--- config.mk ---
export PLATFORM = sky130hd
export DESIGN_NAME = wptr_full_ctrl
export DESIGN_NICKNAME = d
export VERILOG_FILES = /design/src/rtl/afifo_pkg.sv /design/src/rtl/sync_2ff.sv /design/src/rtl/wptr_full_ctrl.sv
export SDC_FILE = /design/constraint.sdc
export NUM_CORES = 1
export LEC_CHECK = 0
export CAP_MARGIN = 15
export CORE_UTILIZATION = 40
export CTS_CLUSTER_DIAMETER = 30
export CTS_CLUSTER_SIZE = 20
export DETAILED_ROUTE_END_ITERATION = 6
export PLACE_DENSITY = 0.76
export SLEW_MARGIN = 40
export SYNTH_ARGS = -nofsm -noshare
export SYNTH_HDL_FRONTEND = slang
export SYNTH_HIERARCHICAL = 1
export SYNTH_SLANG_ARGS = --single-unit
--- constraint.sdc ---
create_clock -name clk -period 3.52 [get_ports clk]
set_input_delay 0.352 -clock clk [delete_from_list [all_inputs] [get_ports clk]]
set_output_delay 0.352 -clock clk [all_outputs]
set_load 0.005 [all_outputs]
--- src/rtl/afifo_pkg.sv ---
`default_nettype none
// ============================================================================
//  Module      : afifo_pkg
//  Description : Shared definitions for the asynchronous FIFO pointer
//                handlers: default address width, derived depth and the
//                Gray-to-binary conversion used by both clock domains.
//  Revision    : 1.0 - initial release
// ============================================================================
package afifo_pkg;

    localparam int c_WIDTH = 4;
    localparam int c_DEPTH = 1 << c_WIDTH;

    // Gray to binary on a zero-extended 32-bit value; callers cast the
    // result back down to their own pointer width.
    function automatic logic [31:0] gray2bin(input logic [31:0] g);
        logic [31:0] b;
        b = g;
        for (int i = 1; i < 32; i++) begin
            b = b ^ (g >> i);
        end
        return b;
    endfunction

endpackage : afifo_pkg
`default_nettype wire

--- src/rtl/sync_2ff.sv ---
`default_nettype none
// ============================================================================
//  Module      : sync_2ff
//  Description : Two-flop clock-domain-crossing synchronizer for a Gray
//                coded pointer, asynchronous active-low reset.
//  Revision    : 1.0 - initial release
// ============================================================================
module sync_2ff #(
    parameter int WIDTH = 5
) (
    input  logic             clk,
    input  logic             reset,
    input  logic [WIDTH-1:0] i_d,
    output logic [WIDTH-1:0] o_q
);

    logic [WIDTH-1:0] r_q1;
    logic [WIDTH-1:0] r_q2;

    // First stage may go metastable; second stage gives it a cycle to settle.
    always_ff @(posedge clk or negedge reset) begin
        if (!reset) begin
            r_q1 <= '0;
            r_q2 <= '0;
        end else begin
            r_q1 <= i_d;
            r_q2 <= r_q1;
        end
    end

    assign o_q = r_q2;

endmodule : sync_2ff
`default_nettype wire

--- src/rtl/wptr_full_ctrl.sv ---
`default_nettype none
// ============================================================================
//  Module      : wptr_full_ctrl
//  Description : Write-domain pointer and status controller of the async
//                FIFO. Advances binary/Gray write pointers on accepted
//                writes and derives full, almost-full, occupancy and a
//                sticky overflow flag against the synchronized read pointer.
//  Revision    : 1.0 - initial release
// ============================================================================
module wptr_full_ctrl
    import afifo_pkg::*;
#(
    parameter int width        = c_WIDTH,
    parameter int AFULL_THRESH = 12
) (
    input  logic             clk,
    input  logic             reset,
    input  logic             w_en,
    input  logic             ovf_clr,
    input  logic [width:0]   rptr,
    output logic [width:0]   wptr,
    output logic [width-1:0] w_addr,
    output logic             w_ok,
    output logic             full,
    output logic             almost_full,
    output logic             overflow,
    output logic [width:0]   wr_count
);

    localparam logic [width:0] c_AFULL = (width+1)'(AFULL_THRESH);

    logic [width:0] r_bin;
    logic [width:0] r_wptr;
    logic           r_full;
    logic           r_afull;
    logic           r_overflow;
    logic [width:0] r_wr_count;

    logic [width:0] w_rptr_sync;
    logic [width:0] w_rbin;
    logic [width:0] w_bin_next;
    logic [width:0] w_gray_next;
    logic [width:0] w_full_cmp;
    logic [width:0] w_count_next;
    logic           w_ok_int;

    sync_2ff #(
        .WIDTH (width + 1)
    ) u_rptr_sync (
        .clk   (clk),
        .reset (reset),
        .i_d   (rptr),
        .o_q   (w_rptr_sync)
    );

    // A write is only accepted while there is known free space.
    assign w_ok_int     = w_en && !r_full;
    assign w_bin_next   = r_bin + (width+1)'(w_ok_int);
    assign w_gray_next  = (w_bin_next >> 1) ^ w_bin_next;
    assign w_rbin       = (width+1)'(gray2bin(32'(w_rptr_sync)));
    // Full when the writer is exactly one lap ahead: the top two Gray bits
    // differ and the rest match.
    assign w_full_cmp   = {~w_rptr_sync[width:width-1], w_rptr_sync[width-2:0]};
    // Stale read pointer can only make this larger than the true occupancy.
    assign w_count_next = w_bin_next - w_rbin;

    // Pointer and status flags follow the post-write pointer with no extra lag.
    always_ff @(posedge clk or negedge reset) begin
        if (!reset) begin
            r_bin      <= '0;
            r_wptr     <= '0;
            r_full     <= 1'b0;
            r_afull    <= 1'b0;
            r_wr_count <= '0;
        end else begin
            r_bin      <= w_bin_next;
            r_wptr     <= w_gray_next;
            r_full     <= (w_gray_next == w_full_cmp);
            r_afull    <= (w_count_next >= c_AFULL);
            r_wr_count <= w_count_next;
        end
    end

    // Sticky overflow; the clear wins over a same-cycle rejected write.
    always_ff @(posedge clk or negedge reset) begin
        if (!reset) begin
            r_overflow <= 1'b0;
        end else if (ovf_clr) begin
            r_overflow <= 1'b0;
        end else if (w_en && r_full) begin
            r_overflow <= 1'b1;
        end
    end

    assign wptr        = r_wptr;
    assign w_addr      = r_bin[width-1:0];
    assign w_ok        = w_ok_int;
    assign full        = r_full;
    assign almost_full = r_afull;
    assign overflow    = r_overflow;
    assign wr_count    = r_wr_count;

endmodule : wptr_full_ctrl
`default_nettype wire

==> run metrics <==
Clock Latency Late Sink=0.31 ns; CTS clock-pin slew for the worst setup and hold paths=roughly 0.13 ns; CP Max Fanout=6; Max VDD drop=553.2 µV; Die ar.=3174 µm²; Sink Count=27; Post-Synth Simple-Gate Area=7.945%; top-area cell type share of the netlist area=between 50% and 60%; Reg-to-Reg Start=u_rptr_sync/o_q[3]$_DFF_PN0_; CP max stage cell=or4b_1; Slew Limit Fails=0; vias in the first global route=789; CORE AREA=2781 µm²; Avg Synthesized Cell Area=12.84 µm²; hold path cells=0; via count=745; I/O Buffers=26; Reg-to-Reg End=almost_full$_DFF_PN0_; skew final=0.002886 ns; Final #Nets=139; ranking of synthesized cells by area=dfrtp_1 (57%), xnor2_1 (11%), ha_1 (6.4%), xor2_1 (4.4%), inv_1 (2.9%); Max Cap Violations=0; initial antenna violation count=0; Congestion Overflow GR=0; Synthesized Nets=around 110; fillers=234; Slew @ Worst Pin=a little under 0.4 ns; Chip Width=between 50 and 60 µm; Root Driver=clkbuf_4; CTS H-tree lvls=1; Fin Setup TNS=0 ns; Synth warnings=6; Max-Slew Margin vs Limit=74.05%; most frequent cells after synthesis=dfrtp_1 (27), xnor2_1 (15), inv_1 (9); CTS resizes=0; Worst setup EP type=flip-flop; Post-CTS Setup Inserts=0; post-synthesis compound-gate area fraction=about 5.7%; antenna viol nets, final=0; hold slack=about 0.36 ns; pwr/cell area=964.6 nW/µm²; library cells used by synthesis=27; WL/cell=around 13 µm; number of CTS-inserted buffers=3; initial core utilization=a little over two fifths; Hold/Removal Path Class=flip-flop to flip-flop; reg2reg setup slack=0.43 ns; register area share after synthesis=between 50% and 60%; post-synth top area cell=dfrtp_1; clock buffer depth=2; Hold Crit Start=u_rptr_sync/r_q1[0]$_DFF_PN0_; largest family of logic cells by synthesized area=XOR/XNOR gates; Main synth FF type=dfrtp_1; Hold EP=u_rptr_sync/o_q[0]$_DFF_PN0_; Worst R2R Path Depth=10; first-pass GRT wire length=3560 µm; final setup fails=0; Top delay family on crit path=adder cells; Worst Path Buf+Inv=2; final worst-path cycle share=88.13%; WP data arrival=3.30 ns; mux contribution to synthesized area=0.8475%; Final Hold Fails=0; Final Critical Period=3.102 ns; Tot GR Track Use=between 10% and 20%; Pleak=between 0.6 and 0.7 nW; Top cell by count, worst path=ha_1; CP Class=primary input to flip-flop; diode count=0; Iter 0 DRT Violations=17; RSZ-0062 raised after global routing=false; number of flops mapped to enable cells by yosys=0; TritonCTS clock tree=built; WL final=1941 µm; critical path's largest stage delay=0.52 ns; Layout area overhead=27.75%; crit path cell chain=clkdlybuf4s50_1 -> nor2b_1 -> ha_1 -> ha_1 -> xnor2_2 -> inv_1 -> ha_1 -> nor2b_1 -> o21ai_0 -> a21oi_1 -> or4b_1; Post-Synthesis Cells=between 90 and 100; drt drc=0; Vias/cell=4.869; achievable clock frequency=~320 MHz; cell area after synthesis=between 1000 and 1500 µm²; top-count cell post-synth=dfrtp_1; Post-synth ARST share=100.0%; Seq cells post-synth=27; Top Ports=27; status=finished, final reports clean; DR pass1 iterations=4; fraction of layout cells with a size suffix above 1=between 6 and 7%; routability cong.=0.7761; # hold bufs at CTS=0; Worst setup SP type=primary input; largest net degree at the start of global routing=28; post-DP HPWL=1469 µm; Die H=56.34 µm; Worst EP required=3.72 ns; synthesized-area fraction occupied by adder cells=8.051%; XOR/XNOR share of the synthesized area=16.95%; Core Rows=19
-- power breakdown --
part	leakage (nW)	internal, mW	switching, mW
Combinational	0.329	0.460	0.378
Clock	0.0150	0.0442	0.0814
Sequential	0.320	0.421	0.0708
-- logic make-up (layout without fill, tap and decap cells) --
logic type	after synthesis	in the layout
AO/OA/AOI/OAI	9	9
XOR/XNOR	22	22
buffers and inverters	10	40
AND/OR/NAND/NOR	16	16
multiplexers	1	1
adder cells (fa/ha/maj)	7	7
flip-flops	27	27
-- metal layers --
metal	track usage, %	up-vias	routed length [µm]
li1	-	365	-
met1	18.94	359	850
met2	24.15	19	1004
met3	2.995	2	70
met4	6.272	0	16
met5	0	-	0
-- worst register-to-register path, cell delays in order, from the launching register on --
cell and delay [ns]:
dfrtp_1 0.42, xnor2_1 0.25, xor2_1 0.27, xor2_1 0.29, xnor2_1 0.10, ha_1 0.21
fa_1 0.45, nor2b_1 0.14, o21ai_0 0.12, and3_1 0.22, or4b_1 0.49
-- per-stage QoR --
stage | setup slack, ns | power [mW] | utilization (%) | std cells | cell area [µm²]
2_1_floorplan | 0.7088 | 1.031 | - | 92 | 1181
6_report | 0.4179 | 1.455 | 54.25 | 153 | 1509
3_5_place_dp | 0.1233 | 1.340 | 53.31 | 149 | 1483
5_1_grt | 0.2022 | 1.595 | 54.25 | 153 | 1509
4_1_cts | 0.4331 | 1.474 | 54.25 | 153 | 1509
3_3_place_gp | 0.3106 | 1.305 | 53.31 | 149 | 1483
-- state kept, by name, indices dropped and copies added, names as in the netlist --
| name | cells |
|---|---|
| overflow | 1 |
| wr_count | 5 |
| almost_full | 1 |
| full | 1 |
| wptr | 4 |
| u_rptr_sync/r_q1 | 5 |
| u_rptr_sync/o_q | 5 |
| r_bin | 5 |
-- layout make-up --
| class | count | area (µm²) | area share, % |
|---|---|---|---|
| Sequential cell | 27 | 675.6 | 44.78 |
| Multi-Input combinational cell | 55 | 466.7 | 30.93 |
| Tap cell | 31 | 38.79 | 2.570 |
| Clock buffer | 4 | 26.28 | 1.741 |
| Timing Repair Buffer | 27 | 267.8 | 17.74 |
| Inverter | 9 | 33.78 | 2.239 |
-- how the worst max path moves through the flow --
stage,startpoint,slack [ns],end,cells past startpoint
2_1_floorplan,u_rptr_sync/o_q[3]$_DFF_PN0_,0.71,almost_full$_DFF_PN0_,10
3_3_place_gp,w_en,0.31,almost_full$_DFF_PN0_,11
3_5_place_dp,w_en,0.12,almost_full$_DFF_PN0_,11
4_1_cts,u_rptr_sync/o_q[3]$_DFF_PN0_,0.43,almost_full$_DFF_PN0_,10
5_1_grt,u_rptr_sync/o_q[3]$_DFF_PN0_,0.20,almost_full$_DFF_PN0_,10
6_report,w_en,0.42,almost_full$_DFF_PN0_,11
-- placed cells by master, fill, tap and decap left out, drive strengths merged, types with 2 or more instances in the layout --
cell type	n
ha	6
clkdlybuf4s50	26
clkbuf	4
dfrtp	27
nand2	2
xnor2	16
nor2b	2
inv	9
a21oi	3
xor2	6
nand3	4
Power figures use the tool's default switching activity.
